## src/rtl/uart_pkg.sv

```systemverilog
`default_nettype none
// ============================================================================
// Module      : uart_pkg
// Description : Definitions shared by uart_tx and uart_rx. Holds the frame
//               state encodings, the default baud divisor and an even-parity
//               helper.
// Revision    : 1.0 - initial release
// ============================================================================
package uart_pkg;

    // Default clk cycles per bit (e.g. 50 MHz / 115200 baud).
    localparam int unsigned c_baud_div_default = 434;

    // Frame state encodings. Both directions use these values so a shared
    // debug view reads the same on either side.
    localparam int unsigned c_state_w = 3;
    typedef logic [c_state_w-1:0] uart_state_t;

    localparam uart_state_t c_st_idle   = 3'd0;
    localparam uart_state_t c_st_start  = 3'd1;
    localparam uart_state_t c_st_data   = 3'd2;
    localparam uart_state_t c_st_parity = 3'd3;
    localparam uart_state_t c_st_stop   = 3'd4;

    // Even parity over a word of up to 9 bits. Narrower words are
    // zero-extended by the caller, and zero padding does not change the XOR.
    function automatic logic even_parity(input logic [8:0] data);
        return ^data;
    endfunction

endpackage
`default_nettype wire

```

## src/rtl/uart_baud_gen.sv

```systemverilog
`default_nettype none
// ============================================================================
// Module      : uart_baud_gen
// Description : 16-bit bit-period counter. It counts while i_en is high,
//               returns to 0 on i_restart and wraps at BAUD_DIV-1. o_wrap
//               marks the last cycle of each bit period.
// Ports       : clk       - system clock
//               rst       - synchronous reset, active-high
//               i_en      - count enable (frame in progress)
//               i_restart - return the count to 0 (takes priority)
//               o_count   - current count within the bit period
//               o_wrap    - high on the last cycle of a bit period
// Revision    : 1.0 - initial release
// ============================================================================
module uart_baud_gen
    import uart_pkg::*;
#(
    parameter int unsigned BAUD_DIV = c_baud_div_default
) (
    input  logic        clk,
    input  logic        rst,
    input  logic        i_en,
    input  logic        i_restart,
    output logic [15:0] o_count,
    output logic        o_wrap
);

    localparam logic [15:0] c_last = 16'(BAUD_DIV - 1);

    logic [15:0] r_count;

    always_ff @(posedge clk) begin
        if (rst || i_restart) begin
            r_count <= '0;
        end else if (i_en) begin
            r_count <= (r_count == c_last) ? 16'd0 : r_count + 16'd1;
        end
    end

    assign o_count = r_count;
    assign o_wrap  = i_en && (r_count == c_last);

endmodule
`default_nettype wire

```

## src/rtl/uart_tx.sv

```systemverilog
`default_nettype none
// ============================================================================
// Module      : uart_tx
// Description : UART transmitter. It accepts a word on a valid/ready
//               handshake and sends it LSB-first: a start bit, DATA_BITS
//               data bits, an optional even-parity bit, then the stop bit.
//               A word offered on the done cycle starts straight after the
//               stop bit, with no idle gap.
// Ports       : clk     - system clock
//               rst     - synchronous reset, active-high
//               valid   - data_in holds a word to send
//               data_in - word to transmit
//               ready   - a word can be accepted this cycle
//               tx      - serial line, idle high, driven from a flop
//               busy    - frame in progress
//               done    - one-cycle pulse on the last stop-bit cycle
// Options     : UART_TX_STOP2_EN - when defined, two stop bits are sent
// Revision    : 1.0 - initial release
// ============================================================================
module uart_tx
    import uart_pkg::*;
#(
    parameter int unsigned BAUD_DIV      = c_baud_div_default,
    parameter int unsigned DATA_BITS     = 8,
    parameter int unsigned ENABLE_PARITY = 1
) (
    input  logic                 clk,
    input  logic                 rst,
    input  logic                 valid,
    input  logic [DATA_BITS-1:0] data_in,
    output logic                 ready,
    output logic                 tx,
    output logic                 busy,
    output logic                 done
);

    localparam int unsigned c_bit_cnt_w = $clog2(DATA_BITS + 1);
    localparam logic [c_bit_cnt_w-1:0] c_last_bit  = c_bit_cnt_w'(DATA_BITS - 1);
    localparam logic [c_bit_cnt_w-1:0] c_bit_one   = c_bit_cnt_w'(1);
    localparam logic [15:0]            c_cnt_prelast = 16'(BAUD_DIV - 2);

    uart_state_t            r_state;
    logic [DATA_BITS-1:0]   r_shreg;
    logic [c_bit_cnt_w-1:0] r_bit_cnt;
    logic                   r_parity;
    logic                   r_tx;
    logic                   r_done;

    logic        w_busy;
    logic        w_accept;
    logic        w_wrap;
    logic        w_stop_last;
    logic [15:0] w_baud_count;

    assign w_busy   = (r_state != c_st_idle);
    // The done cycle reopens the handshake so frames can run back-to-back.
    assign w_accept = valid && ready;

    assign ready = !w_busy || r_done;
    assign busy  = w_busy;
    assign tx    = r_tx;
    assign done  = r_done;

    uart_baud_gen #(
        .BAUD_DIV (BAUD_DIV)
    ) u_baud_gen (
        .clk       (clk),
        .rst       (rst),
        .i_en      (w_busy),
        .i_restart (w_accept),
        .o_count   (w_baud_count),
        .o_wrap    (w_wrap)
    );

`ifdef UART_TX_STOP2_EN
    // Marks that the first of the two stop-bit periods has elapsed.
    logic r_stop_second;

    always_ff @(posedge clk) begin
        if (rst || (r_state != c_st_stop)) begin
            r_stop_second <= 1'b0;
        end else if (w_wrap) begin
            r_stop_second <= !r_stop_second;
        end
    end

    assign w_stop_last = r_stop_second;
`else
    assign w_stop_last = 1'b1;
`endif

    always_ff @(posedge clk) begin
        if (rst) begin
            r_state   <= c_st_idle;
            r_shreg   <= '0;
            r_bit_cnt <= '0;
            r_parity  <= 1'b0;
            r_tx      <= 1'b1;
            r_done    <= 1'b0;
        end else begin
            // done is computed one cycle early so that it comes straight
            // from a flop and lines up with the final stop cycle.
            r_done <= (r_state == c_st_stop) && w_stop_last &&
                      (w_baud_count == c_cnt_prelast);

            case (r_state)
                c_st_idle: begin
                    if (w_accept) begin
                        r_state  <= c_st_start;
                        r_tx     <= 1'b0;
                        r_shreg  <= data_in;
                        r_parity <= even_parity(9'(data_in));
                    end
                end

                c_st_start: begin
                    if (w_wrap) begin
                        r_state   <= c_st_data;
                        r_tx      <= r_shreg[0];
                        r_shreg   <= r_shreg >> 1;
                        r_bit_cnt <= '0;
                    end
                end

                c_st_data: begin
                    if (w_wrap) begin
                        if (r_bit_cnt == c_last_bit) begin
                            if (ENABLE_PARITY != 0) begin
                                r_state <= c_st_parity;
                                r_tx    <= r_parity;
                            end else begin
                                r_state <= c_st_stop;
                                r_tx    <= 1'b1;
                            end
                        end else begin
                            r_tx      <= r_shreg[0];
                            r_shreg   <= r_shreg >> 1;
                            r_bit_cnt <= r_bit_cnt + c_bit_one;
                        end
                    end
                end

                c_st_parity: begin
                    if (w_wrap) begin
                        r_state <= c_st_stop;
                        r_tx    <= 1'b1;
                    end
                end

                c_st_stop: begin
                    if (w_wrap && w_stop_last) begin
                        if (w_accept) begin
                            r_state  <= c_st_start;
                            r_tx     <= 1'b0;
                            r_shreg  <= data_in;
                            r_parity <= even_parity(9'(data_in));
                        end else begin
                            r_state <= c_st_idle;
                            r_tx    <= 1'b1;
                        end
                    end
                end

                default: begin
                    r_state <= c_st_idle;
                    r_tx    <= 1'b1;
                end
            endcase
        end
    end

endmodule
`default_nettype wire
```

## config.mk

```make
export PLATFORM = sky130hd
export DESIGN_NAME = uart_tx
export DESIGN_NICKNAME = d
export VERILOG_FILES = /design/src/rtl/uart_pkg.sv /design/src/rtl/uart_baud_gen.sv /design/src/rtl/uart_tx.sv
export SDC_FILE = /design/constraint.sdc
export NUM_CORES = 1
export LEC_CHECK = 0
export ABC_AREA = 1
export BUFFER_PORTS_ARGS = -buffer_cell sky130_fd_sc_hd__buf_4
export CAP_MARGIN = 20
export CORE_UTILIZATION = 23
export DETAILED_ROUTE_END_ITERATION = 7
export PLACE_DENSITY = 0.46
export SLEW_MARGIN = 20
export SYNTH_ARGS = -nofsm -noshare
export SYNTH_HDL_FRONTEND = slang
export SYNTH_SLANG_ARGS = --single-unit
```

## constraint.sdc

```tcl
create_clock -name clk -period 1.86 [get_ports clk]
set_input_delay 0.372 -clock clk [delete_from_list [all_inputs] [get_ports clk]]
set_output_delay 0.372 -clock clk [all_outputs]
set_load 0.1 [all_outputs]
```

==> impl_metrics.ini <==
[power]
ir_drop_mv = 0.661
powerDensity_nw_per_um2 = 1280
total_power_mw = 3.01
leakage_nw = 1.01

[synth]
ys_types = 28
syn_nets = 320
seq_area_frac_synth_pct = 34.0
netlist_area_um2 = 2000
avgSynthCellArea_um2 = 6.57
yosysWarnings = 0
synth-seq-cells = 34
netlist_instances = 305

[place]
post-place-ws_ns = 0.305
gp_congestion = 0.751
port_buffers = 14
placed_area_um2 = 2250
place_hpwl_mm = 3.55
dp.cells = 423

[sta]
hold_slack_ns = 0.390
drv_slew = 0
setup_tns_ns = 0
fin_ws_ns = 0.0981
fin_worst_skew_ns = 0.00980
relSlewSlack_pct = 77.5
rsz0062_at_grt = false
max_freq_mhz = 568
final-setup-viol-count = 0
worst_pin_slew_ns = 0.337
final_hold_viol_count = 0
fin_crit_ns = 1.76
min_period_over_period_pct = 94.7

[clock_tree]
clk_latency_ns = 0.28
cts_hold_buf = 0
clk_pin_slew_ns = 0.08
tritoncts = done
cts_setup_buffers = 0
htreeDepth = 2
clk_path_buf_depth = 2
cts_resized = 0
cts.sinks = 34
root_buffer = clkbuf_8
cts_buffers = 5

[route]
drc = 0
wire_per_inst_um = 10.8
num_vias = 1905
wirelength_mm = 4.64
post_drt_via_cell_ratio = 4.42
drt-pass1-iter-count = 4
ant_nets = 0
drt_iter0_markers = 67

[critical_path]
ff2ff_setup_slack_ns = 0.29
cp.arrival_ns = 1.39
cp_slowest_stage_delay_ns = 0.36
crit_required_ns = 1.49
slowest_stage = dfxtp_1
cp_max_fo = 15
cp_common_cell = nand2_4
crit_path_start_kind = flip-flop
crit_chain = nor2_2, nand2_4, nand2_4, buf_4
crit_type = flip-flop to primary output
end_kind = primary output

[min_path]
hold_path_class = primary input to flip-flop

[final_layout]
diodes = 0
stdcell_area_um2 = 2360
drive_above_1_share_pct = 14.4
fin_cells = 431
post-route-util_pct = 28.2
area_growth_pct = 17.5
fin_nets = 340

[floorplan]
dieHeight_um = 95.4
die_area_um2 = 9090
die_w_um = 95.4
ioPinCount = 15
rows = 33
start_util_pct = 24.0
coreArea_um2 = 8340

[global_route]
antenna_found_initial = 0
grt_pass1_vias = 1683
grt_pass1_wl_mm = 7.85
grt_start_max_net_pins = 16
grt_overflow = 0
grt.total_usage_pct = 10.9

[run]
cap_viol_max_count = 0

[status]
status = finished, final reports clean
[routing by layer]
| metal | track usage, % | wire length (um) | up-vias |
|---|---|---|---|
| li1 | - | - | 1022 |
| met5 | 0 | 0 | - |
| met2 | 17.2 | 2010 | 34 |
| met3 | 2.39 | 208 | 2 |
| met4 | 2.27 | 16 | 0 |
| met1 | 15.2 | 2410 | 847 |
[cell usage after synthesis]
master	number	share of area, %
a211oi_1	3	1.1
a21oi_1	22	5.5
and2_1	1	0.31
and3_1	2	0.62
buf_2	1	0.25
buf_4	1	0.37
clkbuf_1	1	0.19
dfxtp_1	34	34
ha_1	4	2.5
inv_1	33	6.2
inv_2	6	1.1
nand2_1	88	16
nand2_2	3	0.94
nand2_4	2	1.1
nand3_1	24	6.0
nand3_2	4	2.0
nand3_4	1	0.87
nand4_1	13	4.1
nor2_1	33	6.2
nor2_2	5	1.6
nor2_4	2	1.1
nor3_1	5	1.2
nor3b_1	1	0.37
nor4_1	1	0.31
o21ai_0	1	0.25
o21ai_1	4	1.0
xnor2_1	4	1.7
xor2_1	6	2.6
[flip-flops by register name (all words and copies together), names as in the netlist]
name,flops
r_shreg,8
done,1
u_baud_gen.o_count,16
r_bit_cnt,4
r_state,3
tx,1
r_parity,1
[cell families (layout without fill, tap and decap cells)]
kind of cell,after synthesis,after routing,synth area share [%]
DFF,34,34,34.0
and+or+nand+nor,185,185,43.2
buffers and inverters,42,63,8.11
AOI/OAI and AO/OA,30,30,7.87
xor gates and xnor gates,10,10,4.37
adders and majority gates,4,4,2.50
[worst max-delay path: cells and delay by family, from the launching register on]
family	cells	cell delay, ns
DFF	1	0.36
and+or+nand+nor	3	0.46
buffers and inverters	1	0.28
[final timing paths]
path	cells past startpoint	end	startpoint
setup reg to reg	10	u_baud_gen.o_count[12]	r_state[0]
hold reg to reg	2	r_shreg[5]	r_shreg[5]
hold / removal	2	r_bit_cnt[0]	rst
setup / recovery	4	ready	r_state[0]
[power breakdown]
part / switching, mW / internal [mW] / leakage [nW]
Sequential: 0.0802 / 0.853 / 0.276
Combinational: 1.01 / 0.385 / 0.685
Clock: 0.282 / 0.400 / 0.0514
Total: 1.38 / 1.64 / 1.01
[cells in the final DEF (no fill, tap or decap)]
master / n
nor3b_1: 1
dfxtp_1: 33
dfxtp_2: 1
nor2_1: 33
a21oi_1: 22
bufinv_16: 1
a211oi_1: 3
clkbuf_8: 5
o21ai_0: 1
nand2_1: 88
xor2_1: 6
nand3_1: 24
and2_1: 1
and3_1: 2
o21ai_1: 4
nor2_4: 2
inv_2: 6
clkinvlp_4: 1
nand3_4: 1
nand4_1: 13
buf_4: 16
nand2_4: 3
xnor2_1: 4
nor4_1: 1
nand2_2: 2
nand3_2: 4
nor2_2: 5
nor3_1: 5
inv_1: 33
ha_1: 4
clkbuf_1: 1
[area by class of cell]
| type | instances | area, um^2 |
|---|---|---|
| clock inverter | 2 | 37.5 |
| multi-input combinational | 229 | 1170 |
| inverter | 39 | 146 |
| clock buffer | 6 | 72.6 |
| sequential | 34 | 682 |
| fill | 927 | 5980 |
| timing repair buffer | 16 | 120 |
| tap | 105 | 131 |
Note: power is estimated with default switching activity, not from simulation.
